--- config.mk ---
export PLATFORM = sky130hd
export DESIGN_NAME = uart_tx_arbiter
export DESIGN_NICKNAME = d
export VERILOG_FILES = /design/src/rtl/uart_tx_arbiter_pkg.sv /design/src/rtl/uart_tx_arbiter_rr_pick.sv /design/src/rtl/uart_tx_arbiter.sv
export SDC_FILE = /design/constraint.sdc
export NUM_CORES = 1
export LEC_CHECK = 0
export CORE_MARGIN = 8
export CORE_UTILIZATION = 43
export DETAILED_ROUTE_END_ITERATION = 16
export PLACE_DENSITY_LB_ADDON = 0.15
export SYNTH_ARGS = -nofsm -noshare
export SYNTH_HDL_FRONTEND = slang
export SYNTH_SLANG_ARGS = --single-unit
--- constraint.sdc ---
create_clock -name clk -period 6.26 [get_ports clk]
set_clock_uncertainty 0.15 [all_clocks]
set_input_delay 1.252 -clock clk [delete_from_list [all_inputs] [get_ports clk]]
set_output_delay 1.252 -clock clk [all_outputs]
set_load 0.01 [all_outputs]
--- src/rtl/uart_tx_arbiter_pkg.sv ---
// rtl/uart_tx_arbiter_pkg.sv - shared FSM encoding for the UART transmit arbiter
package uart_tx_arbiter_pkg;

  typedef enum logic [1:0] {
    ST_IDLE = 2'd0,
    ST_ARM  = 2'd1,
    ST_WAIT = 2'd2
  } state_e;

endpackage

--- src/rtl/uart_tx_arbiter_rr_pick.sv ---
// rtl/uart_tx_arbiter_rr_pick.sv - combinational round-robin picker, first req after rr_ptr wins
module uart_tx_arbiter_rr_pick #(
  parameter int NUM_REQ = 4,
  parameter int IDX_W   = $clog2(NUM_REQ)
) (
  input  logic [NUM_REQ-1:0] req,
  input  logic [IDX_W-1:0]   rr_ptr,
  output logic               valid,
  output logic [IDX_W-1:0]   index
);

  logic [IDX_W-1:0] cand;

  // Scan from the farthest slot back to rr_ptr+1 so the nearest asserted slot is written last.
  always_comb begin
    valid = 1'b0;
    index = '0;
    cand  = '0;
    for (int k = NUM_REQ; k >= 1; k--) begin
      cand = IDX_W'((int'(rr_ptr) + k) % NUM_REQ);
      if (req[cand]) begin
        valid = 1'b1;
        index = cand;
      end
    end
  end

endmodule

--- src/rtl/uart_tx_arbiter.sv ---
// rtl/uart_tx_arbiter.sv - round-robin, packet-locking sequencer sharing one UART transmitter
module uart_tx_arbiter
  import uart_tx_arbiter_pkg::*;
#(
  parameter  int NUM_REQ = 4,
  localparam int IDX_W   = $clog2(NUM_REQ)
) (
  input  logic                 clk,
  input  logic                 rst_n,
  input  logic [NUM_REQ-1:0]   req,
  input  logic [8*NUM_REQ-1:0] req_data,
  input  logic [NUM_REQ-1:0]   req_last,
  output logic [NUM_REQ-1:0]   ack,
  output logic [NUM_REQ-1:0]   grant,
  output logic                 busy,
  output logic                 trmt,
  output logic [7:0]           tx_data,
  input  logic                 tx_done
);

  state_e               state_q, state_d;
  logic                 trmt_q, trmt_d;
  logic [7:0]           tx_data_q, tx_data_d;
  logic [NUM_REQ-1:0]   ack_q, ack_d;
  logic [NUM_REQ-1:0]   grant_q, grant_d;
  logic                 busy_q, busy_d;
  logic                 locked_q, locked_d;
  logic [IDX_W-1:0]     owner_q, owner_d;
  logic [IDX_W-1:0]     rr_ptr_q, rr_ptr_d;

  logic                 pick_valid;
  logic [IDX_W-1:0]     pick_idx;
  logic                 win_valid;
  logic [IDX_W-1:0]     win_idx;
  logic [7:0]           win_data;
  logic [NUM_REQ-1:0]   win_onehot;
  logic                 do_issue;

  uart_tx_arbiter_rr_pick #(
    .NUM_REQ (NUM_REQ),
    .IDX_W   (IDX_W)
  ) u_rr_pick (
    .req    (req),
    .rr_ptr (rr_ptr_q),
    .valid  (pick_valid),
    .index  (pick_idx)
  );

  // While a packet is open only its owner may be chosen, and only once it presents a byte.
  always_comb begin
    win_valid  = locked_q ? req[owner_q] : pick_valid;
    win_idx    = locked_q ? owner_q : pick_idx;
    win_data   = req_data[{win_idx, 3'b000} +: 8];
    win_onehot = NUM_REQ'(1) << win_idx;
  end

  always_comb begin
    state_d   = state_q;
    trmt_d    = 1'b0;
    ack_d     = '0;
    tx_data_d = tx_data_q;
    grant_d   = grant_q;
    locked_d  = locked_q;
    owner_d   = owner_q;
    rr_ptr_d  = rr_ptr_q;
    do_issue  = 1'b0;

    case (state_q)
      ST_IDLE: do_issue = win_valid;
      // tx_done may still hold the previous byte's stale 1 here, so it is not looked at.
      ST_ARM:  state_d = ST_WAIT;
      ST_WAIT: begin
        if (tx_done) begin
          if (win_valid) begin
            do_issue = 1'b1;
          end else begin
            state_d = ST_IDLE;
            if (!locked_q) grant_d = '0;
          end
        end
      end
      default: state_d = ST_IDLE;
    endcase

    if (do_issue) begin
      state_d   = ST_ARM;
      trmt_d    = 1'b1;
      tx_data_d = win_data;
      ack_d     = win_onehot;
      grant_d   = win_onehot;
      owner_d   = win_idx;
      rr_ptr_d  = win_idx;
      locked_d  = ~req_last[win_idx];
    end

    busy_d = (state_d != ST_IDLE) || locked_d;
  end

  always_ff @(posedge clk) begin
    if (!rst_n) begin
      state_q   <= ST_IDLE;
      trmt_q    <= 1'b0;
      tx_data_q <= 8'h00;
      ack_q     <= '0;
      grant_q   <= '0;
      busy_q    <= 1'b0;
      locked_q  <= 1'b0;
      owner_q   <= '0;
      rr_ptr_q  <= IDX_W'(NUM_REQ - 1);
    end else begin
      state_q   <= state_d;
      trmt_q    <= trmt_d;
      tx_data_q <= tx_data_d;
      ack_q     <= ack_d;
      grant_q   <= grant_d;
      busy_q    <= busy_d;
      locked_q  <= locked_d;
      owner_q   <= owner_d;
      rr_ptr_q  <= rr_ptr_d;
    end
  end

  assign trmt    = trmt_q;
  assign tx_data = tx_data_q;
  assign ack     = ack_q;
  assign grant   = grant_q;
  assign busy    = busy_q;

endmodule

==> summary.md <==
| Metric | Value |
|---|---|
| Setup crit start | req[1] |
| Primary FF master, synth | dfxtp_1 |
| Int Pwr | 0.457 mW |
| Cell Area, Synth | 1290 um2 |
| RSZ-0062 raised after global routing | false |
| Setup crit end | grant[3] |
| Die Height | 70.8 um |
| YS warnings | 0 |
| Seq cells post-synth | 25 |
| Starting density of the core | 43.7% |
| Async SR Flop Fraction | 0% |
| WP data arrival | 3370 ps |
| Number of diodes | 0 |
| GRT Resource Usage Total | 15.1% |
| Vias in the first global route | 1303 |
| Area share of the largest cell type after synthesis | 38.8% |
| DP HPWL | 2990 um |
| Synth cell count leaders | dfxtp_1, mux2i_1, nand3_1, o221ai_1, a21oi_1 |
| Gate Count Post-Synth | 130 |
| Clk_lat worst skew | 320 ps |
| Placed Area | 1900 um2 |
| Worst setup SP type | primary input |
| Final worst path period share | 52.6% |
| PD cells | 390 nW/um2 |
| Sw Ratio | 39.1% |
| Maximum vdd drop | 0.211 mV |
| Grt ovf | 0 |
| Clk root buf | clkbuf_4 |
| Reg2reg end | locked_q |
| Outcome | completed |
| Core box area | 2950 um2 |
| Clock tree buffer depth | 2 |
| Pre-antenna DRT Iters | 5 |
| Synth top area cells | dfxtp_1, mux2i_1, o221ai_1 |
| Worst reg-to-reg path cell count | 6 |
| Worst slew pin tran | 552 ps |
| Max-cap viol count | 0 |
| Multi-input gate area | 719 um2 |
| H-Tree Level Count | 1 |
| Setup violators final | 0 |
| Die X | 70.8 um |
| CP Max Fanout | 12 |
| Drt first-iter violations | 67 |
| Reg2Reg Setup Slack | 3950 ps |
| Routed vias | 1249 |
| Drt via density | 5.65 |
| Headroom to the max-slew limit | 63.1% |
| Count of different cell masters after synthesis | 37 |
| Final min period | 3290 ps |
| Post-CTS Hold Fix Bufs | 0 |
| Final hold vios | 0 |
| EDFF count, synth | 0 |
| Synthesized Nets | 173 |
| # DRC | 0 |
| Initial antenna violation count | 0 |
| Origin of the critical flop-to-flop path | rr_ptr_q[1] |
| Routed WL | 3810 um |
| Final net count | 232 |
| Synth Area per Inst | 9.93 um2 |
| Antenna-violating nets left | 0 |
| Leakage power | 0.715 nW |
| Setup TNS | 0 ps |
| Top-count cell post-synth | dfxtp_1 |
| Largest area contributor in the netlist | dfxtp_1 |
| Fillers | 259 |
| FMAX | 304 MHz |
| Switch Pwr | 0.294 mW |
| Die area | 5010 um2 |
| Gpl congestion | 0.799 |
| Resized cells post-CTS | 0 |
| Area grow syn2layout | 49.1% |
| Average wire per standard cell | 17.2 um |
| Port Buffers | 60 |
| IO Pins | 61 |
| Clock sinks | 25 |
| Logic pwr share | 54.8% |
| Seq. cell area | 500 um2 |
| CTS tree | built |
| Part of the power in the clock network | 9.8% |
| Worst Path Required | 6340 ps |
| Seq/Total Area, Yosys | 38.8% |
| Site row count | 20 |
| Worst hold path type | flop to flop |
| Reg clk slew, reported paths | 140 ps |
| Largest net degree at the start of global routing | 25 |
| Fin. max-slew vios | 0 |
| Reg power frac | 35.4% |
| Total CTS buffers | 3 |
| Type of the worst setup path | primary input to flop |
| Share of cells above drive strength 1 | 9.04% |
| Wire length of the first global-routing pass | 6200 um |
| Setup Fix Bufs, Post-CTS | 0 |
| Cell area after layout | 1930 um2 |
| Nature of the critical path endpoint | flop |
how the worst min path moves through the flow:
stage / slack, ps / depth (start not counted) / endpoint / startpoint
floorplan: 310 / 2 / owner_q[1] / owner_q[1]
finish: 340 / 1 / grant[2] / grant[2]
detailed placement: 310 / 1 / grant[2] / grant[2]
CTS: 340 / 1 / grant[2] / grant[2]
global route: 360 / 1 / grant[2] / grant[2]
global placement: 310 / 1 / grant[3] / grant[3]
critical path, cell delays in order:
cell,delay [ps]
clkdlybuf4s50_1,530
or4_1,560
nor2_2,240
nor4b_2,100
nand3_1,380
a2bb2o_1,320
cells in the final DEF (no fill, tap or decap), types with 2 or more instances in the layout:
cell type and n:
a2bb2o_1 2, mux2i_1 16, buf_4 2, o221ai_1 9, nor2_1 6, clkdlybuf4s50_1 60, a21oi_1 8, nor2b_1 3
nand2_1 6, nand3_1 10, nand2b_1 4, inv_1 5, clkbuf_4 3, o2bb2ai_1 3, o21ai_0 3, mux2_2 2
dfxtp_1 25
registers in the layout, indices dropped and copies added (netlist names):
name and flops:
ack 4, busy 1, grant 4, locked_q 1, owner_q 2, rr_ptr_q 2, state_q 2, trmt 1
tx_data 8
area by class of cell:
type	instances	share of cell area [%]
flip-flops and latches	25	26.0
repair buffers	62	32.0
inverters	5	0.975
clock buffers	3	1.17
well taps	33	2.14
multi-input cells	92	37.4
clock inverters	1	0.390
kinds of logic after synthesis:
group / after synthesis / synth area share (%)
simple gates: 39 / 18.0
mux: 19 / 15.9
flops: 25 / 38.8
compound gates: 34 / 21.0
buf+inv: 13 / 6.30
power groups by stage:
| stage | combinational, mW | sequential, mW | clock (mW) |
|---|---|---|---|
| 2_1_floorplan | 0.265 | 0.269 | 0 |
| 3_3_place_gp | 0.402 | 0.264 | 0 |
| 3_5_place_dp | 0.412 | 0.267 | 0 |
| 4_1_cts | 0.412 | 0.266 | 0.0745 |
| 5_1_grt | 0.444 | 0.273 | 0.0834 |
| 6_report | 0.412 | 0.265 | 0.0738 |
stage by stage:
stage / instances / hold slack (ps) / setup slack [ps] / util (%) / total power [mW]
floorplan: 130 / 313 / 3480 / - / 0.535
global placement: 217 / 308 / 2710 / 64.2 / 0.667
detailed placement: 217 / 312 / 2620 / 64.2 / 0.679
CTS: 221 / 343 / 2980 / 65.2 / 0.752
global route: 221 / 365 / 2840 / 65.2 / 0.801
finish: 221 / 341 / 2970 / 65.2 / 0.751
layer usage:
layer	wire length, um	vias to the layer above	global-route usage, %	part of all wire [%]
met1	1520	581	15.8	40
met4	41	0	3.93	1.1
met2	1970	48	27.1	52
met5	0	-	0	0
li1	-	614	-	-
met3	277	6	6.21	7.3
No activity file was read; power rests on OpenSTA's default activity.
